==> config.mk <==
export PLATFORM = sky130hd
export DESIGN_NAME = fetch_unit
export DESIGN_NICKNAME = d
export VERILOG_FILES = /design/src/rtl/picorisc_pkg.sv /design/src/rtl/fetch_unit_pc_reg.sv /design/src/rtl/fetch_unit.sv
export SDC_FILE = /design/constraint.sdc
export NUM_CORES = 1
export LEC_CHECK = 0
export CAP_MARGIN = 20
export CORE_ASPECT_RATIO = 0.75
export CORE_UTILIZATION = 40
export CTS_BUF_LIST = sky130_fd_sc_hd__clkbuf_4 sky130_fd_sc_hd__clkbuf_8 sky130_fd_sc_hd__clkbuf_16
export DETAILED_ROUTE_END_ITERATION = 12
export PLACE_DENSITY = 0.83
export SYNTH_ARGS = -nofsm -noshare
export SYNTH_HDL_FRONTEND = slang
export SYNTH_SLANG_ARGS = --single-unit
==> constraint.sdc <==
create_clock -name clk -period 4.2 [get_ports clk]
set_input_delay 0.63 -clock clk [delete_from_list [all_inputs] [get_ports clk]]
set_output_delay 0.63 -clock clk [all_outputs]
set_load 0.005 [all_outputs]
==> src/rtl/picorisc_pkg.sv <==
// Shared picoRISC types and default widths.
package picorisc_pkg;

  localparam int unsigned P_ADDR = 6;
  localparam int unsigned I_MSB  = 24;

  typedef enum logic [1:0] {IDLE, RUN, HALT} fetch_state_t;

endpackage

==> src/rtl/fetch_unit_pc_reg.sv <==
// Program counter: async reset, load has priority over increment, else hold.
module pc_reg
  import picorisc_pkg::*;
#(
  parameter int unsigned W = P_ADDR
) (
  input  logic         clk,
  input  logic         reset,
  input  logic         load,
  input  logic         inc,
  input  logic [W-1:0] load_val,
  output logic [W-1:0] pc
);

  // PC update; increment wraps naturally in W bits.
  always_ff @(posedge clk or posedge reset) begin
    if (reset) begin
      pc <= '0;
    end else if (load) begin
      pc <= load_val;
    end else if (inc) begin
      pc <= pc + W'(1);
    end
  end

endmodule

==> src/rtl/fetch_unit.sv <==
// Instruction-fetch stage: owns the PC, captures instructions into IR,
// handles start/halt/stall and branch redirect with a one-bubble flush.
module fetch_unit
  import picorisc_pkg::*;
#(
  parameter int unsigned p = P_ADDR,
  parameter int unsigned i = I_MSB
) (
  input  logic         clk,
  input  logic         reset,
  input  logic         start,
  input  logic         halt,
  input  logic         stall,
  input  logic         branch_en,
  input  logic [p-1:0] branch_target,
  input  logic [i:0]   instr_code,
  output logic [p-1:0] addr,
  output logic [i:0]   ir,
  output logic [p-1:0] ir_pc,
  output logic         ir_valid,
  output logic         running
);

  fetch_state_t state, state_nxt;
  logic [p-1:0] pc;
  logic [i:0]   ir_nxt;
  logic [p-1:0] ir_pc_nxt;
  logic         ir_valid_nxt;
  logic         pc_load_c;
  logic         pc_inc_c;

  pc_reg #(.W(p)) u_pc_reg (
    .clk      (clk),
    .reset    (reset),
    .load     (pc_load_c),
    .inc      (pc_inc_c),
    .load_val (branch_target),
    .pc       (pc)
  );

  // Memory is combinational-read, so the address is simply the PC.
  assign addr = pc;

  // State, IR and status registers.
  always_ff @(posedge clk or posedge reset) begin
    if (reset) begin
      state    <= IDLE;
      ir       <= '0;
      ir_pc    <= '0;
      ir_valid <= 1'b0;
      running  <= 1'b0;
    end else begin
      state    <= state_nxt;
      ir       <= ir_nxt;
      ir_pc    <= ir_pc_nxt;
      ir_valid <= ir_valid_nxt;
      running  <= (state_nxt == RUN);
    end
  end

  // Next state and fetch control; priority halt > branch > stall > fetch.
  always_comb begin
    state_nxt    = state;
    ir_nxt       = ir;
    ir_pc_nxt    = ir_pc;
    ir_valid_nxt = 1'b0;
    pc_load_c    = 1'b0;
    pc_inc_c     = 1'b0;
    unique case (state)
      IDLE, HALT: begin
        if (start) state_nxt = RUN;
      end
      RUN: begin
        if (halt) begin
          state_nxt = HALT;
        end else if (branch_en) begin
          pc_load_c = 1'b1;
        end else if (stall) begin
          ir_valid_nxt = ir_valid;
        end else begin
          ir_nxt       = instr_code;
          ir_pc_nxt    = pc;
          ir_valid_nxt = 1'b1;
          pc_inc_c     = 1'b1;
        end
      end
      default: state_nxt = IDLE;
    endcase
  end

endmodule
Yosys cells after proc, flatten, opt, wreduce, memory -nomap -nowiden

Index checks and enable logic that the tools add are counted.

Multiplexer cells: 16
Reduce and logical (&&, ||, !) cells: 4
Bitwise gates (word level): 3
Equality and inequality tests: 4
Add/sub/neg operators: 1

Operator list:

| operator                                                               | number |
|---|---|
| 6-bit 2-to-1 mux                                                       | 2 |
| 1-bit 2-to-1 mux                                                       | 11 |
| 6-bit by 1-bit adder with 6-bit output (second input constant)         | 1 |
| 2-bit by 1-bit equality test with 1-bit output (second input constant) | 2 |
| 2-bit 2-to-1 mux                                                       | 2 |
| 4-bit inequality test (second input constant)                          | 1 |
| 2-bit case mux with 2 select lines                                     | 1 |
| 4-bit AND reduction                                                    | 1 |
| 1-bit inverter                                                         | 3 |
| 2-bit equality test (second input constant)                            | 1 |
| 2-bit zero test                                                        | 1 |
| 2-bit nonzero test                                                     | 1 |
| 2-bit OR reduction                                                     | 1 |

Output and inout bits: 39
Register bits: 41
Bits of input ports: 37
Word-level logic and storage cells: 34

Longest topological paths before layout

Depth after elaboration: 6
Mapped depth: 6
Depth with buffers taken out: 5

Modules after synthesis

Synthesis repeated with hierarchy kept, for this count alone.

Cell total of the unflattened synthesis: 117
Area total of the unflattened synthesis: 1,674.1 um^2

Modules (own cells, without submodules):

| module     | times used | cells each | seq. area each (um^2) | area an instance (um^2) |
|---|---|---|---|---|
| fetch_unit | 1          | 82         | 875.8                 | 1,338.8 |
| pc_reg     | 1          | 35         | 150.1                 | 335.3 |

Worst setup path after synthesis

No wires, ideal clock.

Path type: in2reg
From: input halt
To: register ir[0]
Stages: 5
Buffers on the path: 2
Arrival time: 1.908 ns
Required time: 4.075 ns
Library setup time: 0.125 ns
Slack: 2.167 ns
Cell sequence: or4b_1 -> buf_4 -> nor2_8 -> buf_6 -> mux2_2

Longest elaborated chain between the ends: 2

Ends and longest elaborated chain:

| what                                 | RTL line         | source |
|---|---|---|
| start, declared                      | fetch_unit.sv:12 | `input logic halt,` |
| 1-bit inverter (no source line)      | -                |  |
| 4-bit AND reduction (no source line) | -                |  |
| end signal, assigned                 | fetch_unit.sv:54 | `ir <= ir_nxt;` |
| end, declared                        | fetch_unit.sv:18 | `output logic [i:0] ir,` |

No other way between the ends.
A chain may end at the register's enable or synchronous reset.

Worst setup path after layout

From: input halt
To: register ir[23]

Same word-level chain as after synthesis.

==> impl_metrics.prom <==
# TYPE chip_impl_metric gauge
chip_impl_metric{name="postCtsResizedCells",unit=""} 0
chip_impl_metric{name="row_count",unit=""} 20
chip_impl_metric{name="detailed_place_hpwl",unit="µm"} 2560
chip_impl_info{name="synthFlopType",value="dfrtp_1"} 1
chip_impl_metric{name="detail_route.first_pass.iterations",unit=""} 4
chip_impl_metric{name="timing_worst_slew_pin_value",unit="ns"} 0.550
chip_impl_metric{name="die_width",unit="µm"} 77.3
chip_impl_info{name="yosys.cell_count.top_type",value="dfrtp_1"} 1
chip_impl_metric{name="first_global_vias",unit=""} 1210
chip_impl_metric{name="final_design_area_no_fill",unit="µm²"} 2590
chip_impl_metric{name="wl",unit="µm"} 3550
chip_impl_metric{name="placeable_core_region",unit="µm²"} 4050
chip_impl_metric{name="fin_ws",unit="ns"} 1.62
chip_impl_metric{name="hold_slack",unit="ns"} 0.507
chip_impl_info{name="netlist_top_cells_count",value="dfrtp_1, mux2_2, nand2_1"} 1
chip_impl_metric{name="cts.reportedPaths.clkPinSlew",unit="ns"} 0.07
chip_impl_info{name="tritoncts",value="yes"} 1
chip_impl_metric{name="largest_register_ff_count",unit=""} 25
chip_impl_metric{name="non_filler_cells_final",unit=""} 252
chip_impl_metric{name="via_count",unit=""} 1243
chip_impl_metric{name="synth-warning-count",unit=""} 0
chip_impl_metric{name="syn_nets",unit=""} 157
chip_impl_metric{name="area_growth",unit="%"} 52.7
chip_impl_metric{name="critical_path_peak_fanout",unit=""} 34
chip_impl_metric{name="wl_per_cell",unit="µm"} 14.1
chip_impl_info{name="worstHoldPathType",value="register to register"} 1
chip_impl_metric{name="setup_violations",unit=""} 0
chip_impl_metric{name="yosysTopAreaCellShare",unit="%"} 60.4
chip_impl_metric{name="drc_violations",unit=""} 0
chip_impl_metric{name="placement.io_buffers",unit=""} 75
chip_impl_metric{name="totalNegativeSetupSlack",unit="ns"} 0
chip_impl_metric{name="gr-usage-all-layers",unit="%"} 17.3
chip_impl_metric{name="cts.htree.levels",unit=""} 2
chip_impl_metric{name="worst_slew_margin_rel",unit="%"} 63.3
chip_impl_info{name="synth_area_leaders",value="dfrtp_1, mux2_2, xnor2_1, buf_6, nand2_1"} 1
chip_impl_info{name="worst_setup_path_start_kind",value="input pin"} 1
chip_impl_metric{name="antenna_left",unit=""} 0
chip_impl_metric{name="final_hold_violation_count",unit=""} 0
chip_impl_metric{name="filler_cell_count",unit=""} 319
chip_impl_metric{name="numClockSinks",unit=""} 41
chip_impl_metric{name="dpl.cell_count",unit=""} 244
chip_impl_metric{name="share_seq_of_total_power",unit="%"} 42.6
chip_impl_metric{name="power_per_cell_area",unit="nW/µm²"} 594
chip_impl_metric{name="reg2reg_slack",unit="ns"} 1.97
chip_impl_metric{name="grt_antenna_before_repair",unit=""} 0
chip_impl_info{name="timing.hold.worst.start",value="ir[8]"} 1
chip_impl_metric{name="cp.required",unit="ns"} 4.36
chip_impl_info{name="synth_largest_area_cell",value="dfrtp_1"} 1
chip_impl_metric{name="worst_clock_skew",unit="ns"} 0.0109
chip_impl_metric{name="netlist-cell-type-count",unit=""} 23
chip_impl_metric{name="synth_edf_count",unit=""} 0
chip_impl_metric{name="switching_power",unit="mW"} 0.390
chip_impl_metric{name="flip_flop_and_latch_count_after_synthesis",unit=""} 41
chip_impl_metric{name="timing.final.crit_share",unit="%"} 61.5
chip_impl_metric{name="tritoncts.num_buffers",unit=""} 5
chip_impl_metric{name="drt-vias-per-instance",unit=""} 4.93
chip_impl_metric{name="n_antenna_cell",unit=""} 0
chip_impl_metric{name="static-leakage-power",unit="nW"} 1.07
chip_impl_metric{name="max-cap-violations",unit=""} 0
chip_impl_metric{name="fp.dieH",unit="µm"} 58.4
chip_impl_metric{name="initial_core_util",unit="%"} 41.9
chip_impl_metric{name="fin_total_pwr",unit="mW"} 1.54
chip_impl_info{name="crit_path_end_kind",value="register"} 1
chip_impl_metric{name="grt_first_pass_wirelength",unit="µm"} 5930
chip_impl_metric{name="grt_start_max_net_pins",unit=""} 42
chip_impl_metric{name="syn_area",unit="µm²"} 1700
chip_impl_metric{name="postLayoutCoreUtil",unit="%"} 64.0
chip_impl_metric{name="worst-endpoint-arrival",unit="ns"} 2.74
chip_impl_info{name="outcome",value="completed"} 1
chip_impl_metric{name="fin_crit",unit="ns"} 2.58
chip_impl_metric{name="drt-initial-drc-count",unit=""} 72
chip_impl_metric{name="dpl_cell_area",unit="µm²"} 2470
chip_impl_metric{name="report.final.slew_viol_count",unit=""} 0
chip_impl_metric{name="power.ir.vdd_worst",unit="mV"} 0.342
chip_impl_metric{name="final_weighted_congestion_of_routability_driven_global_placement",unit=""} 0.810
chip_impl_metric{name="postSynth.asyncResetShare",unit="%"} 100
chip_impl_info{name="rsz0062_at_grt",value="no"} 1
chip_impl_metric{name="intPower",unit="mW"} 1.15
chip_impl_metric{name="dp_slack",unit="ns"} 1.32
chip_impl_metric{name="drive_gt1_share",unit="%"} 22.8
chip_impl_info{name="regToRegStartpoint",value="state[1]"} 1
chip_impl_info{name="crit_type",value="input pin to register"} 1
chip_impl_metric{name="fp.dieArea",unit="µm²"} 4520
chip_impl_metric{name="power.clock.fraction",unit="%"} 21.0
chip_impl_metric{name="combinationalPowerShare",unit="%"} 36.4
chip_impl_metric{name="max_clock_buf_depth",unit=""} 2
chip_impl_metric{name="maxClockFrequency",unit="MHz"} 387
chip_impl_metric{name="synth_area_per_cell",unit="µm²"} 14.3
chip_impl_metric{name="post_cts_hold_buffer_count",unit=""} 0
chip_impl_metric{name="post-cts-setup-buffer-count",unit=""} 0
chip_impl_metric{name="boundaryPins",unit=""} 76
chip_impl_metric{name="globalRoute.totalOverflow",unit=""} 0
chip_impl_metric{name="final_nets",unit=""} 234
chip_impl_metric{name="post_synth_inst_count",unit=""} 119
chip_impl_metric{name="clock_latency_on_the_worst_skew_pair",unit="ns"} 0.28
chip_impl_info{name="clock-root-buffer",value="clkbuf_8"} 1
chip_impl_info{name="timing.critical_path.from",value="halt"} 1
chip_impl_metric{name="synth.yosys.seq_area_share",unit="%"} 60.4
chip_impl_metric{name="switching_share",unit="%"} 25.3
[per-layer routing]
| metal | vias to the layer above | part of all wire [%] | global-route usage (%) |
|---|---|---|---|
| met5 | - | 0 | 0 |
| met4 | 0 | 0.96 | 7.01 |
| met3 | 4 | 6.7 | 4.19 |
| met2 | 63 | 51 | 29.7 |
| met1 | 603 | 41 | 21.4 |
| li1 | 573 | - | - |
[cell families after synthesis]
group                    after synthesis  share of synthesized area [%]
flip-flops                            41                           60.4
multiplexers                          33                           21.9
AND/OR/NAND/NOR                       22                           8.10
AO/OA/AOI/OAI                         10                           3.31
buffers and inverters                  8                           3.53
XOR/XNOR                               4                           2.06
adder cells (fa/ha/maj)                1                          0.736
[placed cells by master, fill, tap and decap left out, types with 2 or more instances in the layout]
cell,count
clkdlybuf4s50_1,75
dfrtp_1,41
mux2_2,33
nand2_1,8
clkbuf_8,6
xnor2_1,4
nor2_1,3
nand3_1,3
o21ai_0,3
a21oi_1,3
o21ai_1,2
nor3_1,2
inv_1,2
[final timing paths]
path,endpoint,depth (start not counted)
min in group asynchronous,u_pc_reg.pc[3],3
min reg2reg,ir[8],1
max,ir[23],4
max reg2reg,ir[23],3
max in group asynchronous,ir_pc[5],3
min,ir[8],1
[power groups by stage]
stage               Combinational, mW  Clock [mW]  Sequential (mW)
finish                          0.561       0.323            0.656
global route                    0.604       0.353            0.676
CTS                             0.569       0.335            0.654
detailed placement              0.566           0            0.659
global placement                0.550           0            0.653
floorplan                       0.182           0            0.660
[cell type report]
class / count / area (µm²) / area share, %
Timing Repair Buffer: 76 / 758 / 29.2
Multi-Input combinational cell: 70 / 613 / 23.6
Inverter: 2 / 7.51 / 0.289
Tap cell: 55 / 68.8 / 2.65
Sequential cell: 41 / 1030 / 39.6
Clock inverter: 1 / 30.0 / 1.16
Clock buffer: 7 / 90.1 / 3.47
[worst max-delay path, stage by stage]
cell             delay (ns)
clkdlybuf4s50_1        0.44
or4b_1                 0.74
nor2_8                 0.52
mux2_2                 0.41
Note: power is estimated with default switching activity, not from simulation.
==> RTL edit: new RTL, config.mk and constraints unchanged <==
The package constant `I_MSB` goes from 24 to 48.
--- a/src/rtl/picorisc_pkg.sv
+++ b/src/rtl/picorisc_pkg.sv
@@ -4,3 +4,3 @@
   localparam int unsigned P_ADDR = 6;
-  localparam int unsigned I_MSB  = 24;
+  localparam int unsigned I_MSB  = 48;
 
Ports: changed (resized instr_code and ir); port bits go from 76 to 124. The function was not compared with the original's and may differ.
==> RTL edit against the original RTL <==
- the flow now finishes with violations (DRC)
- critical path depth is 2 higher
- power is 63% higher
- routed wire length is 82% higher
- synthesized area is 53% higher
- clock power is 60% higher
- highest routed layer unchanged
- largest cell class unchanged
- sequential cell count is 24 higher
- non-clock buffer count is 51 higher
- global-route usage is 2.7 points higher
- synthesized cell count is 140% higher
- design area is 59% higher
- cell count is 96% higher
- setup slack worse by 13 ps
- first-iteration DRC count is 33% higher
==> RTL edit: results (changes against the original RTL) <==
Outcome: complete, but fails checks (was finished clean)
Failing checks: DRC
DP Cell Count: 478 (was 244)
Antenna cell count: 0 (unchanged)
YS warnings: 0 (unchanged)
Pre-antenna DRT Iters: 10 (was 4)
Sequential share of the synthesized area: 62.4% (was 60.4%)
Post-synth top area share: 62.4% (was 60.4%)
Clock Pin Slew Worst Setup and Hold Paths: 60 ps
Initial antenna violation count: 0 (unchanged)
DR top layer: met4 (unchanged)
Leakage power: 1.97 nW (was 1.07 nW)
Post-CTS sizing: 0 (unchanged)
Slowest stage cell, crit path: nor2_4 (was or4b_1)
DRT iter0 DRCs: 96 (was 72)
Share of cells above drive strength 1: 6.78% (was 22.8%)
GR Layer Usage met3: 5.45% (was 4.19%)
Dpl hpwl: 4.64 mm (was 2.56 mm)
Inserted Clock Buffers: 9 (was 5)
CP Data Arrival Time: 2850 ps (was 2740 ps)
Residual DRC: 2 (was 0)
Mapped Avg Cell Area: 9.17 µm² (was 14.3 µm²)
Vias in the first global route: 2,177 (was 1,210)
Met1 Use GR: 26.1% (was 21.4%)
Largest net degree at the start of global routing: 56 (was 42)
Clock skew: 5.16 ps (was 10.9 ps)
Port Buffers: 123 (was 75)
Top cells by count, synth: 172 x nand2_1, 65 x dfrtp_1, 5 x buf_4, 5 x clkbuf_1 (was 41 x dfrtp_1, 33 x mux2_2, 8 x nand2_1)
Mapped Nets: 346 (was 157)
Met3 wire length: 337 µm (was 239 µm)
Fillers: 514 (was 319)
Max incr delay on CP: 620 ps (was 740 ps)
Synth cell types: 29 (was 23)
Asr flop ratio synth: 100% (unchanged)
Max-slew headroom: 49.8% (was 63.3%)
Area contributors post-synth: dfrtp_1 62%, nand2_1 25%, buf_4 1.4% (was dfrtp_1 60%, mux2_2 22%, xnor2_1 2.1%)
Placed Area: 3890 µm² (was 2470 µm²)
Via density: 4.61 (was 4.93)
Cell family contributing the most delay on the critical path: simple AND/OR/NAND/NOR gates (unchanged)
WL per Instance: 13.1 µm (was 14.1 µm)
Largest register FFs: 49 (was 25)
Root Driver: clkbuf_8 (unchanged)
Max Fanout on Critical Path: 32 (was 34)
Gr usage total: 20.1% (was 17.3%)
M1 wire length: 2.83 mm (was 1.45 mm)
First-pass GRT wire length: 10.4 mm (was 5.93 mm)
Hold WC Path Type: reg2reg (unchanged)
Clk Latency, worst-skew pair: 320 ps (was 280 ps)
Routing usage on met2: 33.1% (was 29.7%)
Max VDD drop: 0.342 mV (about the same)
Non-Filler Instances: 494 (was 252)
Primary FF master, synth: dfrtp_1 (unchanged)
Postcts setup bufs: 0 (unchanged)
Wire length on met2: 3.27 mm (was 1.83 mm)
Fin nets: 471 (was 234)
CTS max path bufs: 2 (unchanged)
Gpl congestion: 0.763 (was 0.810)
H-tree depth: 3 (was 2)
Setup WS pre-CTS: 1240 ps (was 1320 ps)
## RTL edit: layout make-up
cell class,instances,area (µm²),area share (%)
multi-input cells,202,895,21.7
inverters,4,15.0,0.365
flip-flops and latches,65,1630,39.5
repair buffers,127,1280,31.1
clock inverters,3,40.0,0.972
well taps,81,101,2.46
clock buffers,12,159,3.86
## RTL edit: logic make-up (layout without fill, tap and decap cells)
logic type	Yosys count	count (layout)	synth area share (%)
adder cells (fa/ha/maj)	1	1	0.480
buffers and inverters	17	146	3.31
XOR/XNOR	4	4	1.34
AO/OA/AOI/OAI	10	10	2.93
flip-flops	65	65	62.4
AND/OR/NAND/NOR	187	187	29.5
## RTL edit: worst paths after layout
path,cells after the start,endpoint,slack (ps),start
worst max-delay path,6,ir[44]$_DFFE_PP0P_,1610,halt
worst min-delay path,2,ir_pc[5]$_DFFE_PP0P_,470,ir_pc[5]$_DFFE_PP0P_
worst max register to register,5,ir[44]$_DFFE_PP0P_,2140,state[1]$_DFF_PP0_
worst min register to register,2,ir_pc[5]$_DFFE_PP0P_,470,ir_pc[5]$_DFFE_PP0P_
max in group asynchronous,3,ir[44]$_DFFE_PP0P_,2590,reset
min in group asynchronous,2,ir[39]$_DFFE_PP0P_,730,reset
## RTL edit: stage by stage
step / util, % / total power, mW
after floorplan: - / 1.35
after global placement: 61.9 / 1.97
after detailed placement: 61.9 / 2.02
after CTS: 65.1 / 2.55
after global routing: 65.5 / 2.70
final: 65.5 / 2.52
## RTL edit: report_power, final
group          switching, mW  leakage, nW  internal (mW)
combinational          0.330         1.04          0.607
sequential             0.172        0.820          0.891
clock                  0.210        0.106          0.308
total                  0.713         1.97           1.81
## RTL edit: worst reg2reg max path, delay by kind of cell, from the launching register on
kind,cells,cell delay [ps]
AND/OR/NAND/NOR,4,1190
buffers and inverters,1,420
flip-flops,1,400
